### src/rtl/xs_sdr_layer_arbiter.sv
// Round-robin arbiter placing layer-engine graphics-ROM fetches onto the single
// SDRAM read port. One transaction is in flight at a time. Each client holds at
// most one pending request, and a newer address replaces an older one. A
// transaction with no reply is abandoned after TIMEOUT cycles in WAIT.
module xs_sdr_layer_arbiter #(
  parameter int unsigned NCLIENTS = 4,
  parameter int unsigned AW       = 25,
  parameter int unsigned DW       = 16,
  parameter int unsigned TIMEOUT  = 63
) (
  input  logic                   clk,
  input  logic                   RESETn,
  input  logic [NCLIENTS*AW-1:0] cli_addr,
  input  logic [NCLIENTS-1:0]    cli_req,
  output logic [DW-1:0]          cli_data,
  output logic [NCLIENTS-1:0]    cli_rdy,
  output logic [AW-1:0]          mem_addr,
  output logic                   mem_req,
  input  logic                   mem_rdy,
  input  logic [DW-1:0]          mem_data,
  output logic                   err_timeout
);

  localparam int unsigned GW = (NCLIENTS > 1) ? $clog2(NCLIENTS) : 1;
  localparam int unsigned CW = 8;

  typedef enum logic {ST_IDLE, ST_WAIT} state_e;

  state_e                state_q, state_d;
  logic [NCLIENTS-1:0]   pend_q, pend_d;
  logic [NCLIENTS-1:0]   stale_q, stale_d;
  logic [AW-1:0]         pend_addr_q [NCLIENTS];
  logic [AW-1:0]         pend_addr_d [NCLIENTS];
  logic [GW-1:0]         last_grant_q, last_grant_d;
  logic [CW-1:0]         cnt_q, cnt_d;
  logic                  mem_req_q, mem_req_d;
  logic [AW-1:0]         mem_addr_q, mem_addr_d;
  logic [NCLIENTS-1:0]   cli_rdy_q, cli_rdy_d;
  logic [DW-1:0]         cli_data_q, cli_data_d;
  logic                  err_q, err_d;

  logic [AW-1:0]         cli_addr_a [NCLIENTS];
  logic                  gnt_found_c;
  logic [GW-1:0]         gnt_idx_c;
  logic [GW-1:0]         rr_idx_c;
  logic [31:0]           rr_j_c;

  // Split the flat client address bus into one entry per client
  always_comb begin
    for (int i = 0; i < int'(NCLIENTS); i++) begin
      cli_addr_a[i] = cli_addr[i*AW +: AW];
    end
  end

  // Round-robin pick: first pending client after last_grant. The scan runs
  // backwards so the nearest candidate is the last one written.
  always_comb begin
    gnt_found_c = 1'b0;
    gnt_idx_c   = '0;
    rr_idx_c    = '0;
    rr_j_c      = '0;
    for (int k = int'(NCLIENTS); k >= 1; k--) begin
      rr_j_c = 32'(last_grant_q) + 32'(k);
      if (rr_j_c >= 32'(NCLIENTS)) begin
        rr_j_c = rr_j_c - 32'(NCLIENTS);
      end
      rr_idx_c = GW'(rr_j_c);
      if (pend_q[rr_idx_c]) begin
        gnt_found_c = 1'b1;
        gnt_idx_c   = rr_idx_c;
      end
    end
  end

  // Next-state: request capture, grant, completion and timeout
  always_comb begin
    state_d      = state_q;
    pend_d       = pend_q;
    stale_d      = stale_q;
    pend_addr_d  = pend_addr_q;
    last_grant_d = last_grant_q;
    cnt_d        = cnt_q;
    mem_req_d    = 1'b0;
    mem_addr_d   = mem_addr_q;
    cli_rdy_d    = '0;
    cli_data_d   = cli_data_q;
    err_d        = err_q;

    for (int i = 0; i < int'(NCLIENTS); i++) begin
      if (cli_req[i]) begin
        pend_d[i]      = 1'b1;
        pend_addr_d[i] = cli_addr_a[i];
      end
    end

    case (state_q)
      ST_IDLE: begin
        if (gnt_found_c) begin
          mem_req_d            = 1'b1;
          // A request arriving at the grant edge carries the freshest address
          mem_addr_d           = cli_req[gnt_idx_c] ? cli_addr_a[gnt_idx_c]
                                                    : pend_addr_q[gnt_idx_c];
          pend_d[gnt_idx_c]    = 1'b0;
          stale_d[gnt_idx_c]   = 1'b0;
          last_grant_d         = gnt_idx_c;
          cnt_d                = '0;
          state_d              = ST_WAIT;
        end
      end
      ST_WAIT: begin
        // A re-request from the in-flight client supersedes its current fetch
        if (cli_req[last_grant_q]) begin
          stale_d[last_grant_q] = 1'b1;
        end
        if (mem_rdy) begin
          if (!stale_q[last_grant_q]) begin
            cli_rdy_d[last_grant_q] = 1'b1;
            cli_data_d              = mem_data;
          end
          state_d = ST_IDLE;
        end else if (cnt_q == CW'(TIMEOUT - 1)) begin
          err_d   = 1'b1;
          state_d = ST_IDLE;
        end else begin
          cnt_d = cnt_q + CW'(1);
        end
      end
      default: state_d = ST_IDLE;
    endcase
  end

  // State and output registers, synchronous active-low reset
  always_ff @(posedge clk) begin
    if (!RESETn) begin
      state_q      <= ST_IDLE;
      pend_q       <= '0;
      stale_q      <= '0;
      last_grant_q <= GW'(NCLIENTS - 1);
      cnt_q        <= '0;
      mem_req_q    <= 1'b0;
      mem_addr_q   <= '0;
      cli_rdy_q    <= '0;
      cli_data_q   <= '0;
      err_q        <= 1'b0;
      for (int i = 0; i < int'(NCLIENTS); i++) begin
        pend_addr_q[i] <= '0;
      end
    end else begin
      state_q      <= state_d;
      pend_q       <= pend_d;
      stale_q      <= stale_d;
      last_grant_q <= last_grant_d;
      cnt_q        <= cnt_d;
      mem_req_q    <= mem_req_d;
      mem_addr_q   <= mem_addr_d;
      cli_rdy_q    <= cli_rdy_d;
      cli_data_q   <= cli_data_d;
      err_q        <= err_d;
      for (int i = 0; i < int'(NCLIENTS); i++) begin
        pend_addr_q[i] <= pend_addr_d[i];
      end
    end
  end

  assign mem_req     = mem_req_q;
  assign mem_addr    = mem_addr_q;
  assign cli_rdy     = cli_rdy_q;
  assign cli_data    = cli_data_q;
  assign err_timeout = err_q;

endmodule

### config.mk
export PLATFORM = sky130hd
export DESIGN_NAME = xs_sdr_layer_arbiter
export DESIGN_NICKNAME = d
export VERILOG_FILES = /design/src/rtl/xs_sdr_layer_arbiter.sv
export SDC_FILE = /design/constraint.sdc
export NUM_CORES = 1
export LEC_CHECK = 0
export ABC_AREA = 0
export BUFFER_PORTS_ARGS = -buffer_cell sky130_fd_sc_hd__buf_4
export CAP_MARGIN = 20
export CORE_MARGIN = 2
export CORE_UTILIZATION = 30
export CTS_CLUSTER_DIAMETER = 200
export CTS_CLUSTER_SIZE = 30
export DETAILED_ROUTE_END_ITERATION = 12
export SYNTH_ARGS = -nofsm -noshare
export SYNTH_HDL_FRONTEND = slang
export SYNTH_SLANG_ARGS = --single-unit
### constraint.sdc
create_clock -name clk -period 2.6 [get_ports clk]
set_input_delay 0.52 -clock clk [delete_from_list [all_inputs] [get_ports clk]]
set_output_delay 0.52 -clock clk [all_outputs]
set_load 0.02 [all_outputs]
==> results of run 1 <==
cells in the mapped netlist (2+ instances only):
library cell                  n
sky130_fd_sc_hd__buf_6        3
sky130_fd_sc_hd__inv_1        3
sky130_fd_sc_hd__clkbuf_1    21
sky130_fd_sc_hd__buf_1        7
sky130_fd_sc_hd__buf_4        3
sky130_fd_sc_hd__nand2_1      4
sky130_fd_sc_hd__nand3_1      2
sky130_fd_sc_hd__ha_1         6
sky130_fd_sc_hd__xor2_1       6
sky130_fd_sc_hd__nand2b_1     3
sky130_fd_sc_hd__a21oi_1     32
sky130_fd_sc_hd__and3_1       5
sky130_fd_sc_hd__mux2_2       2
sky130_fd_sc_hd__a211oi_1     3
sky130_fd_sc_hd__dfxtp_1    166
sky130_fd_sc_hd__and2_1       2
sky130_fd_sc_hd__mux4_2      27
sky130_fd_sc_hd__nor2_1     143
sky130_fd_sc_hd__o21ai_0     28
sky130_fd_sc_hd__buf_2       11
sky130_fd_sc_hd__a311oi_1     2
sky130_fd_sc_hd__o2111ai_1    4
sky130_fd_sc_hd__mux2i_1    119
sky130_fd_sc_hd__nor3_1       4
sky130_fd_sc_hd__o31ai_1      2
final timing paths:
path | start | to | slack [ns] | depth (start not counted)
max reg2reg | last_grant_q[0]$_SDFFE_PN1P_ | mem_addr[23]$_SDFFE_PN0P_ | 0.19 | 7
max | last_grant_q[0]$_SDFFE_PN1P_ | mem_addr[23]$_SDFFE_PN0P_ | 0.19 | 7
min | mem_data[14] | cli_data[14]$_SDFFE_PN0P_ | 0.34 | 3
min reg2reg | err_timeout$_SDFFE_PN0P_ | err_timeout$_SDFFE_PN0P_ | 0.48 | 1
cells by family (layout without fill, tap and decap cells):
group,after synthesis,after routing
simple gates,169,169
flops,166,166
mux,148,148
compound gates,78,78
buf+inv,49,224
fa+ha+maj,6,6
xor+xnor,6,6
where the power goes:
part | internal [mW] | switching (mW)
clock | 1.66 | 1.04
combinational | 1.55 | 1.69
sequential | 2.92 | 0.220
total | 6.13 | 2.94
through the flow:
stage | setup slack [ns] | utilization | power (mW) | instance area [µm²] | hold WS [ns]
CTS | 0.102 | 0.407 | 9.18 | 8890 | 0.318
finish | 0.192 | 0.408 | 9.08 | 8890 | 0.335
global route | 0.0353 | 0.408 | 9.58 | 8890 | 0.337
global placement | 0.204 | 0.378 | 6.41 | 8250 | 0.453
floorplan | 0.257 | - | 5.31 | 6660 | 0.436
detailed placement | 0.125 | 0.378 | 6.45 | 8250 | 0.461
worst max-delay path, cell delays in order (launching register included):
cell and delay (ns):
sky130_fd_sc_hd__dfxtp_1 0.33, sky130_fd_sc_hd__buf_4 0.19, sky130_fd_sc_hd__mux4_2 0.53, sky130_fd_sc_hd__and3_4 0.17
sky130_fd_sc_hd__nor4_4 0.31, sky130_fd_sc_hd__buf_4 0.19, sky130_fd_sc_hd__mux4_2 0.48, sky130_fd_sc_hd__a21oi_1 0.14
routing by layer:
| layer | wire length (µm) | vias to the layer above | GRT usage |
|---|---|---|---|
| li1 | - | 2499 | - |
| met1 | 8370 | 2397 | 0.205 |
| met2 | 8580 | 117 | 0.252 |
| met3 | 742 | 14 | 0.0397 |
| met4 | 226 | 2 | 0.0485 |
| met5 | 13 | - | 0 |
sequential cells by signal, indices dropped and copies added, names as in the netlist:
signal	flops
last_grant_q	2
mem_addr	25
cli_data	16
err_timeout	1
mem_req	1
state_q	1
pend_addr_q	100
cli_rdy	4
pend_q	4
cnt_q	8
stale_q	4
layout make-up:
cell class / count / area [µm²] / share of cell area
Clock inverter: 11 / 173 / 0.0194
Timing Repair Buffer: 188 / 1440 / 0.162
Inverter: 4 / 17.5 / 0.00197
Sequential cell: 166 / 3320 / 0.374
Clock buffer: 21 / 460 / 0.0518
Tap cell: 280 / 350 / 0.0394
Multi-Input combinational cell: 407 / 3130 / 0.352
layout by cell type, fill, tap and decap left out, types with 3 or more instances in the layout:
| cell | n |
|---|---|
| sky130_fd_sc_hd__mux2i_1 | 119 |
| sky130_fd_sc_hd__inv_1 | 3 |
| sky130_fd_sc_hd__a21oi_1 | 31 |
| sky130_fd_sc_hd__nand2_1 | 4 |
| sky130_fd_sc_hd__nor2_1 | 143 |
| sky130_fd_sc_hd__nor3_1 | 3 |
| sky130_fd_sc_hd__mux4_2 | 27 |
| sky130_fd_sc_hd__xor2_1 | 6 |
| sky130_fd_sc_hd__clkbuf_16 | 17 |
| sky130_fd_sc_hd__ha_1 | 6 |
| sky130_fd_sc_hd__buf_4 | 186 |
| sky130_fd_sc_hd__o21ai_0 | 28 |
| sky130_fd_sc_hd__a211oi_1 | 3 |
| sky130_fd_sc_hd__clkinvlp_4 | 4 |
| sky130_fd_sc_hd__o2111ai_1 | 4 |
| sky130_fd_sc_hd__nand2b_1 | 3 |
| sky130_fd_sc_hd__dfxtp_1 | 166 |
| sky130_fd_sc_hd__bufinv_16 | 4 |
| sky130_fd_sc_hd__and3_1 | 5 |
==> impl_results.md, run 1 <==
- Run status: complete, no violations
- Minimum period implied by the final worst setup slack: ~2.4 ns
- Ant. Diodes: 0
- Share of the clock period used by the worst path after layout: 0.926
- Post-CTS setup buffer count: 0
- Number of iterations in the first detailed-routing pass: 4
- Total placed cells including tap cells: between 1,000 and 1,500
- Netlist Area Pre-Place: about 6700 µm²
- Commonest register cell after synthesis: sky130_fd_sc_hd__dfxtp_1
- Area of the die: roughly 23,000 µm²
- Simple-gate area share of the yosys netlist: 0.106
- Filler instances: approximately 2,200
- Number of global-route vias before repair: between 5,000 and 6,000
- Mux cell area share after synthesis: 0.274
- Worst vdd rail ir drop: approximately 0.44 mV
- Setup crit end kind: flip-flop
- Number of buffers created by CTS: 17
- Antenna violations before repair: 1
- Register area share after synthesis: 0.499
- Transition time of the tightest slew-check pin: 0.680 ns
- Number of remaining DRC errors: 0
- Final routed wirelength across all metal layers: 17.9 mm
- Compound-cell area share of the yosys netlist: 0.0671
- Parity-gate share of the synthesized area counting xor and xnor cells: 0.00789
- Share of final-layout standard cells stronger than drive strength 1: 0.317
- Post-route setup TNS: 0 ns
- Die Width: around 150 µm
- Post-detailed-route via-to-cell ratio: ~4.7
- Combinational family with the most area after synthesis: multiplexers
- Total nets after synthesis: between 700 and 800
- Vertical extent of the die: between 150 and 200 µm
- DP Wirelength: between 10 and 15 mm
- GR Util All Layers: 0.156
- Source-to-sink clock delay at the later pin of the worst-skew pair: 0.42 ns
- Max-capacitance violation count: 0
- Starting utilization of the core area: 0.305
- Number of endpoints with negative hold slack in the final report: 0
- Layout-stage area growth over the synthesis result: 33.6%
- Number of routed nets with antenna violations: 0
- Leading cell types by total area after synthesis: sky130_fd_sc_hd__dfxtp_1, sky130_fd_sc_hd__mux2i_1, sky130_fd_sc_hd__mux4_2
- Overflow left after global routing: 0
- Top-level port count: 170
- Final setup viols: 0
- Synth area leader: sky130_fd_sc_hd__dfxtp_1
- Wire length of the first global-routing pass: about 28 mm
- DRC marker count from the first detailed-route iteration: ~270
- # resized after CTS: 0
- Instance count of the mapped netlist: 622
- Data arrival time of the worst path: 2.76 ns
- Fin. max-slew vios: 0
- Detailed-route via count: between 5,000 and 6,000
- Hold/Removal Path Class: input port to flip-flop
- Std-Cell Core Area: roughly 22,000 µm²
- Maximum fanout along the worst path: 11
- Count of port buffers added during placement: between 150 and 200
- Leakage power of the design: between 3 and 4 nW
- Fraction of synthesis flops using an asynchronous set or reset pin: 0
- Clock Path Buffers: 2
- Setup repair after global routing missed its margin: false
- Crit path kind: flip-flop to flip-flop
- Number of unique standard cell types used by synthesis: 39
- Areal power density over the cells: approximately 1000 nW/µm²
- Weighted congestion reported at the end of routability-driven placement: 0.754
- Count of clock tree sinks: roughly 170
- Clk pin slew, worst setup/hold paths: 0.06 ns
- Clk Tree Root Cell: sky130_fd_sc_hd__clkbuf_16
- Pin count of the biggest net entering global routing: 58
- Worst relative slew slack: 0.547
- CTS tree: done
- Count of synthesis-stage warnings from yosys: 0
- Per-instance average area after synthesis: between 10 and 15 µm²
- Final Skew: roughly 0.012 ns
- CTS HTree Levels: 4
- Standard-cell row count: 54
- Portion of synthesized cell area occupied by the leading cell type: 0.499
- Synth Register Bits: between 150 and 200
- Data required time at the worst endpoint: about 3.0 ns
- Number of nets in the layout: just over 900
- Hold buffer count at CTS: 0
- Achievable clock frequency: around 420 MHz
- Adder-cell area share of the yosys netlist: 0.0113
- Number of synthesized flops with an enable pin: 0
- CP Launch Type: flip-flop
- Routed wirelength normalized by instance count: between 15 and 20 µm
- Layout Cells excl Fill: around 1,100
No activity file was read; power rests on OpenSTA's default activity.
==> run 2: changes to the inputs <==
--- a/config.mk
+++ b/config.mk
@@ -5,7 +5,7 @@
 export SDC_FILE = /design/constraint.sdc
 export NUM_CORES = 1
 export LEC_CHECK = 0
-export ABC_AREA = 0
+export ABC_AREA = 1
 export BUFFER_PORTS_ARGS = -buffer_cell sky130_fd_sc_hd__buf_4
 export CAP_MARGIN = 20
 export CORE_MARGIN = 2
==> run 2 against run 1 <==
Against the previous run:
- sequential cell count unchanged
- count of clock-buffer cells in the layout down 1
- cell count increased by 25%
- cell area is 2.6% higher
- routed wire length up 16%
- highest routed layer is now met4
==> impl_results.md, run 2 <==
- Share of final-layout standard cells stronger than drive strength 1: 0.221 (-0.0962)
- Synth area leader: sky130_fd_sc_hd__dfxtp_1
- Clk pin slew, worst setup/hold paths: 0.07 ns (about the same)
- Starting utilization of the core area: 0.306 (+0.000992)
- Final Skew: 0.0111 ns (-0.00116 ns)
- Total stage count of the critical path: 15 (+8)
- Worst Reg2Reg Path Length in Cells: 15 (+8)
- Leading cell types by total area after synthesis: sky130_fd_sc_hd__dfxtp_1, sky130_fd_sc_hd__mux2i_1, sky130_fd_sc_hd__nand2_1
- Setup crit end kind: flip-flop
- Largest Register: pend_addr_q
- Layout-stage area growth over the synthesis result: 31.3%
- Top-level port count: 170 (unchanged)
- Portion of synthesized cell area occupied by the leading cell type: 0.478 (-0.0210)
- Minimum period implied by the final worst setup slack: 2.36 ns (-0.0456 ns)
- Transition time of the tightest slew-check pin: 0.532 ns (-0.148 ns)
- Count of synthesis-stage warnings from yosys: 0 (unchanged)
- Number of synthesized flops with an enable pin: 0 (unchanged)
- Most instantiated library cell after synthesis: sky130_fd_sc_hd__nand2_1
- Critical R2R Capture: mem_addr[8]$_SDFFE_PN0P_
- Antenna violations before repair: 1 (unchanged)
- Weighted congestion reported at the end of routability-driven placement: 0.906 (+20%)
- Area of the die: 24,400 µm² (+4.3%)
- Setup repair after global routing missed its margin: false
- Most Frequent Cell on Critical Path: sky130_fd_sc_hd__nand2_1
- Register area share after synthesis: 0.478 (-0.0210)
- Std-Cell Core Area: 22,700 µm² (+4.1%)
- Standard-cell row count: 55 (+1.9%)
- Total nets after synthesis: 1,017 (+35%)
- CP Launch Type: flip-flop
- Source-to-sink clock delay at the later pin of the worst-skew pair: 0.43 ns (about the same)
- Post-route setup TNS: 0 ns (unchanged)
- DP Wirelength: 15.0 mm (+24%)
- Number of flip-flops under the largest register name: 100 (unchanged)
- Worst relative slew slack: 0.645 (+0.0984)
- Detailed-route via count: 6,206 (+23%)
- Per-instance average area after synthesis: 7.83 µm² (-27%)
- Commonest register cell after synthesis: sky130_fd_sc_hd__dfxtp_1
- Overflow left after global routing: 0 (unchanged)
- Post-route design area: 9130 µm² (+2.6%)
- Max-capacitance violation count: 0 (unchanged)
- Number of buffer and inverter stages on the critical path: 3 (+1)
- Fin. max-slew vios: 0 (unchanged)
- Hold/Removal Path Class: input port to flip-flop
- Leakage power of the design: 4.40 nW (+11%)
- CTS tree: done
- Post-detailed-route via-to-cell ratio: 4.60 (-1.4%)
- Share of the clock period used by the worst path after layout: 0.909 (-0.0175)
- Number of cells traversed by the worst hold path: 3 (unchanged)
- Leading cell types by count after synthesis: sky130_fd_sc_hd__nand2_1, sky130_fd_sc_hd__dfxtp_1, sky130_fd_sc_hd__nor2_1
- Number of remaining DRC errors: 0 (unchanged)
- Vertical extent of the die: 156 µm (+2.1%)
- Achievable clock frequency: 423 MHz (+1.9%)
- Data arrival time of the worst path: 2.69 ns (-0.07 ns)
- Number of global-route vias before repair: 5,731 (+13%)
- Routed wirelength normalized by instance count: 15.4 µm (-7.7%)
- Leading cell types in the layout, fill and taps excluded: sky130_fd_sc_hd__nand2_1, sky130_fd_sc_hd__buf_4, sky130_fd_sc_hd__dfxtp_1
- Instance count of the mapped netlist: 888 (+43%)
- Worst min-delay path endpoint: pend_addr_q[90]$_SDFFE_PN0P_
- Cell family with the largest share of critical-path delay: simple AND/OR/NAND/NOR gates
- Number of nets in the layout: 1,178 (+29%)
- Data required time at the worst endpoint: 2.93 ns (-0.02 ns)
- Clock Path Buffers: 2 (unchanged)
- Areal power density over the cells: 1140 nW/µm² (+12%)
- Number of unique standard cell types used by synthesis: 35 (-10%)
- Number of buffers created by CTS: 17 (unchanged)
- Clk Tree Root Cell: sky130_fd_sc_hd__clkbuf_16
- GR Util All Layers: 0.172 (+0.0166)
- Max incr delay on CP: 0.41 ns (-0.12 ns)
- Critical path cell sequence: inv_1 -> ha_1 -> inv_1 -> nand2_1 -> nand2_1 -> nand2_1 -> nand2_1 -> nand2_1 -> nand2_1 -> buf_4 -> nand2_2 -> nor2_1 -> nor2_1 -> nand2_1 -> nand2_1
- DRC marker count from the first detailed-route iteration: 407 (+50%)
- Placed standard-cell area: 8490 µm² (+2.9%)
- Count of port buffers added during placement: 169 (unchanged)
- Hold buffer count at CTS: 0 (unchanged)
- Netlist Area Pre-Place: 6950 µm² (+4.4%)
- CTS HTree Levels: 4 (unchanged)
- Count of clock tree sinks: 166 (unchanged)
- Fraction of synthesis flops using an asynchronous set or reset pin: 0 (unchanged)
- Number of routed nets with antenna violations: 0 (unchanged)
- HP Start: cli_addr[15]
- Run status: complete, no violations
- Wire length of the first global-routing pass: 31.8 mm (+12%)
- Final setup viols: 0 (unchanged)
- Final routed wirelength across all metal layers: 20.7 mm (+16%)
- Number of endpoints with negative hold slack in the final report: 0 (unchanged)
- Worst vdd rail ir drop: 0.693 mV (+56%)
- Number of iterations in the first detailed-routing pass: 5 (+1)
- Maximum fanout along the worst path: 14 (+3)
- Commonest non-fill, non-tap cell in the layout: sky130_fd_sc_hd__nand2_1
- Critical path's slowest cell: sky130_fd_sc_hd__dfxtp_2
- Launching element of the worst setup path: last_grant_q[1]$_SDFFE_PN1P_
- R2R Setup Slk: 0.24 ns (+0.05 ns)
- Die Width: 156 µm (+2.1%)
- Pin count of the biggest net entering global routing: 108 (+86%)
- Crit path kind: flip-flop to flip-flop
- Synth Register Bits: 166 (unchanged)
- Launching point of the worst reg2reg path: last_grant_q[1]$_SDFFE_PN1P_
run 2: power breakdown:
group	internal, mW	leakage, nW	switching, mW
combinational	1.62	2.75	3.06
sequential	2.91	1.37	0.193
clock	1.53	0.280	1.08
run 2: repair_timing:
item | in CTS | in global routing
buffers inserted | 0 | 3
resized for setup | 0 | 3
endpoints found under the setup margin | 0 | 26
run 2: layout make-up:
class                   count  area (µm²)
inverters                  77         290
flip-flops and latches    166        3330
well taps                 285         357
clock inverters            12         166
fillers                  2349       13600
repair buffers            190        1460
clock buffers              20         437
multi-input cells         597        3100
diodes                      1        2.50
run 2: tightest hold or removal path, cell delays in order:
cell and delay, ns:
sky130_fd_sc_hd__buf_4 0.08, sky130_fd_sc_hd__mux2i_1 0.07, sky130_fd_sc_hd__nor2_1 0.08
run 2: worst max-delay path by stage:
stage,endpoint
global placement,mem_addr[24]$_SDFFE_PN0P_
detailed placement,mem_addr[24]$_SDFFE_PN0P_
CTS,mem_addr[24]$_SDFFE_PN0P_
finish,mem_addr[8]$_SDFFE_PN0P_
global route,mem_addr[3]$_SDFFE_PN0P_
floorplan,mem_addr[18]$_SDFFE_PN0P_
run 2: cells by family (layout without fill, tap and decap cells):
| logic type | count (synthesis) | count (layout) | share of synthesized area |
|---|---|---|---|
| compound gates | 119 | 119 | 0.0898 |
| flops | 166 | 166 | 0.478 |
| xor+xnor | 3 | 3 | 0.00378 |
| mux | 75 | 75 | 0.108 |
| other cells | 0 | 1 | 0 |
| simple gates | 394 | 394 | 0.233 |
| buf+inv | 125 | 299 | 0.0769 |
| fa+ha+maj | 6 | 6 | 0.0108 |
run 2: layer usage:
layer  share of wire  track usage  wire [µm]  vias to the layer above
li1                -            -          -                     3179
met1            0.48        0.239       9900                     2825
met2            0.45        0.261       9360                      187
met3           0.058       0.0438       1190                       15
met4           0.012       0.0550        255                        0
met5               0            0          0                        -
run 2: per-stage QoR:
step | cells | hold slack (ns) | utilization | power [mW] | setup slack (ns)
floorplan | 888 | 0.440 | - | 6.32 | 0.581
global placement | 1312 | 0.433 | 0.374 | 7.64 | 0.153
detailed placement | 1312 | 0.435 | 0.374 | 7.70 | 0.0746
CTS | 1344 | 0.335 | 0.401 | 10.3 | 0.0568
global route | 1348 | 0.342 | 0.402 | 11.1 | 0.0316
finish | 1348 | 0.352 | 0.402 | 10.4 | 0.237
==> run 3: changes to the inputs <==
--- a/config.mk
+++ b/config.mk
@@ -7,12 +7,12 @@
 export LEC_CHECK = 0
 export ABC_AREA = 1
 export BUFFER_PORTS_ARGS = -buffer_cell sky130_fd_sc_hd__buf_4
-export CAP_MARGIN = 20
 export CORE_MARGIN = 2
-export CORE_UTILIZATION = 30
+export CORE_UTILIZATION = 53
 export CTS_CLUSTER_DIAMETER = 200
 export CTS_CLUSTER_SIZE = 30
 export DETAILED_ROUTE_END_ITERATION = 12
+export PLACE_DENSITY = 0.79
 export SYNTH_ARGS = -nofsm -noshare
 export SYNTH_HDL_FRONTEND = slang
 export SYNTH_SLANG_ARGS = --single-unit
==> run 3 against run 2 <==
Against the previous run:
- non-clock buffer count shrank 2
- die area is 42% lower
- worst hold slack better by 0.0079 ns
- sequential share of layout area up 0.57 points
- clock power hardly changed
- via count up 1.3%
- maximum frequency up 2.6%
- routed wire length shrank 9.8%
- critical path depth is 1 higher
- cell area down 1.6%
- first-iteration DRC count up 52%
- critical path type unchanged
- largest cell class unchanged
- highest routed layer unchanged
==> impl_results.md, run 3 (synthesis gave the netlist of run 2 again) <==
- Post-route setup TNS: 0 ns (unchanged)
- Achievable clock frequency: 434 MHz (+2.6%)
- Source-to-sink clock delay at the later pin of the worst-skew pair: 0.42 ns (about the same)
- Number of nets in the layout: 1,176 (-0.17%)
- Routed wirelength normalized by instance count: 15.2 µm (-1.3%)
- Number of remaining DRC errors: 0 (unchanged)
- Final Skew: 0.00915 ns (-0.00191 ns)
- R2R Setup Slk: 0.30 ns (+0.06 ns)
- Leakage power of the design: 4.40 nW (+0.22%)
- Clock network fraction of design power: 0.253 (+0.002)
- Data required time at the worst endpoint: 2.92 ns (about the same)
- GR Util All Layers: 0.273 (+0.101)
- Worst setup timing slack at the placement stage: 0.175 ns (+0.100 ns)
- Int Pwr: 6.16 mW (+1.8%)
- Number of iterations in the first detailed-routing pass: 7 (+2)
- Top routing layer in use: met4
- CP Launch Type: flip-flop
- CTS HTree Levels: 4 (unchanged)
- Count of port buffers added during placement: 169 (unchanged)
- Commonest non-fill, non-tap cell in the layout: sky130_fd_sc_hd__nand2_1
- Largest Register: pend_addr_q
- Layout-stage area growth over the synthesis result: 29.3%
- HP Start: cli_addr[10]
- Setup crit end kind: flip-flop
- Number of cells traversed by the worst hold path: 3 (unchanged)
- Number of flip-flops under the largest register name: 100 (unchanged)
- Number of buffers created by CTS: 17 (unchanged)
- Number of routed nets with antenna violations: 0 (unchanged)
- Critical R2R Capture: mem_addr[19]$_SDFFE_PN0P_
- Part of the power in registers: 0.298 (about the same)
- Number of global-route vias before repair: 5,963 (+4.0%)
- Worst min-delay path endpoint: pend_addr_q[85]$_SDFFE_PN0P_
- Max-capacitance violation count: 0 (unchanged)
- Overflow left after global routing: 0 (unchanged)
- DP Wirelength: 13.3 mm (-12%)
- Wire length of the first global-routing pass: 30.4 mm (-4.3%)
- Starting utilization of the core area: 0.546 (+0.240)
- Crit path kind: flip-flop to flip-flop
- CTS tree: done
- Ant. Diodes: 0 (-1)
- Share of the clock period used by the worst path after layout: 0.886 (-0.0226)
- Top-level port count: 170 (unchanged)
- Run status: complete, no violations
- Transition time of the tightest slew-check pin: 0.537 ns (+0.00467 ns)
- Launching point of the worst reg2reg path: last_grant_q[1]$_SDFFE_PN1P_
- Areal power density over the cells: 1150 nW/µm² (+1.4%)
- Smallest setup slack after layout: 0.296 ns (+0.0588 ns)
- Net Switching: 4.21 mW (-3.0%)
- Vertical extent of the die: 119 µm (-24%)
- Area of the die: 14,000 µm² (-42%)
- Post-route met1 wirelength: 8.48 mm (-14%)
- Share of final-layout standard cells stronger than drive strength 1: 0.219 (-0.00241)
- Total Power Consumption: 10.4 mW (-0.23%)
- Setup repair after global routing missed its margin: false
- Die Width: 119 µm (-24%)
- Minimum period implied by the final worst setup slack: 2.30 ns (-0.0588 ns)
- Final setup viols: 0 (unchanged)
- Leading cell types in the layout, fill and taps excluded: sky130_fd_sc_hd__nand2_1, sky130_fd_sc_hd__buf_4, sky130_fd_sc_hd__dfxtp_1
- Final routed wirelength across all metal layers: 18.7 mm (-9.8%)
- Pin count of the biggest net entering global routing: 52 (-52%)
- Clk Tree Root Cell: sky130_fd_sc_hd__clkbuf_16
- Hold/Removal Path Class: input port to flip-flop
- Worst Reg2Reg Path Length in Cells: 16 (+1)
- Number of endpoints with negative hold slack in the final report: 0 (unchanged)
- Clock Path Buffers: 2 (unchanged)
- Standard-cell row count: 41 (-25%)
- DRC marker count from the first detailed-route iteration: 617 (+52%)
- Clk pin slew, worst setup/hold paths: 0.06 ns (about the same)
- Antenna violations before repair: 0 (-1)
- Data arrival time of the worst path: 2.63 ns (-0.06 ns)
- Worst relative slew slack: 0.642 (-0.00311)
- Maximum fanout along the worst path: 9 (-5)
- Weighted congestion reported at the end of routability-driven placement: 0.937 (+3.5%)
- Length of routed met2 wiring: 8.40 mm (-10%)
- Worst vdd rail ir drop: 0.909 mV (+31%)
- Fin. max-slew vios: 0 (unchanged)
- Proportion of power drawn by combinational gates: 0.449 (about the same)
- Count of clock tree sinks: 166 (unchanged)
- Std-Cell Core Area: 12,700 µm² (-44%)
- Filler instances: 1,077 (-54%)
- Net switching share of the total power: 0.406 (-0.0118)
- Post-detailed-route via-to-cell ratio: 5.10 (+11%)
- Min Hold Slack: 0.360 ns (+0.00788 ns)
- Wire length on met3: 1.54 mm (+29%)
- Detailed-route via count: 6,287 (+1.3%)
==> run 3: cell types whose count changed in the layout (fill, tap and decap cells not counted), sizes merged <==
cell      delta
clkinvlp     -3
clkinv       +3
clkbuf       +5
buf          -2
inv          -5
diode        -1
==> run 3: how the worst max path moves through the flow <==
| stage | end | startpoint | slack (ns) | depth (start not counted) |
|---|---|---|---|---|
| final | mem_addr[19]$_SDFFE_PN0P_ | last_grant_q[1]$_SDFFE_PN1P_ | 0.30 | 16 |
| after global routing | mem_addr[5]$_SDFFE_PN0P_ | last_grant_q[1]$_SDFFE_PN1P_ | 0.03 | 16 |
| after CTS | mem_addr[16]$_SDFFE_PN0P_ | last_grant_q[1]$_SDFFE_PN1P_ | 0.16 | 13 |
| after detailed placement | mem_addr[14]$_SDFFE_PN0P_ | last_grant_q[1]$_SDFFE_PN1P_ | 0.17 | 12 |
| after global placement | mem_addr[9]$_SDFFE_PN0P_ | last_grant_q[1]$_SDFFE_PN1P_ | 0.27 | 12 |
| after floorplan | mem_addr[18]$_SDFFE_PN0P_ | last_grant_q[0]$_SDFFE_PN1P_ | 0.58 | 15 |
==> run 3: power by group through the flow <==
stage	Sequential [mW]	Combinational, mW	Clock (mW)
after floorplan	3.32	3.00	0
after global placement	3.13	4.37	0
after detailed placement	3.13	4.43	0
after CTS	3.08	4.47	2.64
after global routing	3.12	5.20	2.75
final	3.09	4.65	2.62
==> run 3: final cells by class <==
cell class              instances  area (µm²)  share of cell area
flip-flops and latches        166        3320               0.370
multi-input cells             597        3100               0.346
repair buffers                188        1430               0.159
clock buffers                  25         505              0.0563
inverters                      77         290              0.0323
well taps                     172         215              0.0240
clock inverters                 7         116              0.0130
==> run 3: timing repair <==
action | 4_1_cts | 5_1_grt
resized for setup | 0 | 3
hold buffers | 0 | 0
hold endpoints to repair | 0 | 0
setup endpoints to repair | 0 | 25
buffers inserted | 0 | 1
==> run 3: per-layer routing <==
metal  vias to the layer above  GRT usage
li1                       3176          -
met1                      2806      0.386
met2                       286      0.417
met3                        19     0.0652
met4                         0     0.0789
met5                         -          0
==> run 3: critical path, stage by stage (launching register included) <==
cell and delay, ns:
sky130_fd_sc_hd__dfxtp_2 0.39, sky130_fd_sc_hd__inv_1 0.13, sky130_fd_sc_hd__ha_1 0.34, sky130_fd_sc_hd__inv_1 0.09
sky130_fd_sc_hd__nand2_1 0.07, sky130_fd_sc_hd__nand2_1 0.08, sky130_fd_sc_hd__nand2_1 0.06, sky130_fd_sc_hd__nand2_1 0.06
sky130_fd_sc_hd__nand2_1 0.04, sky130_fd_sc_hd__nand2_1 0.24, sky130_fd_sc_hd__nand2_1 0.16, sky130_fd_sc_hd__inv_1 0.24
sky130_fd_sc_hd__nand2_1 0.09, sky130_fd_sc_hd__nand2_1 0.07, sky130_fd_sc_hd__inv_1 0.04, sky130_fd_sc_hd__nand2_1 0.06
sky130_fd_sc_hd__nand2_1 0.04
==> run 3: stage by stage <==
stage	instances	cell area, µm²	utilization
floorplan	888	6950	-
global placement	1199	8330	0.655
detailed placement	1199	8330	0.655
CTS	1231	8950	0.703
global route	1232	8980	0.706
finish	1232	8980	0.706
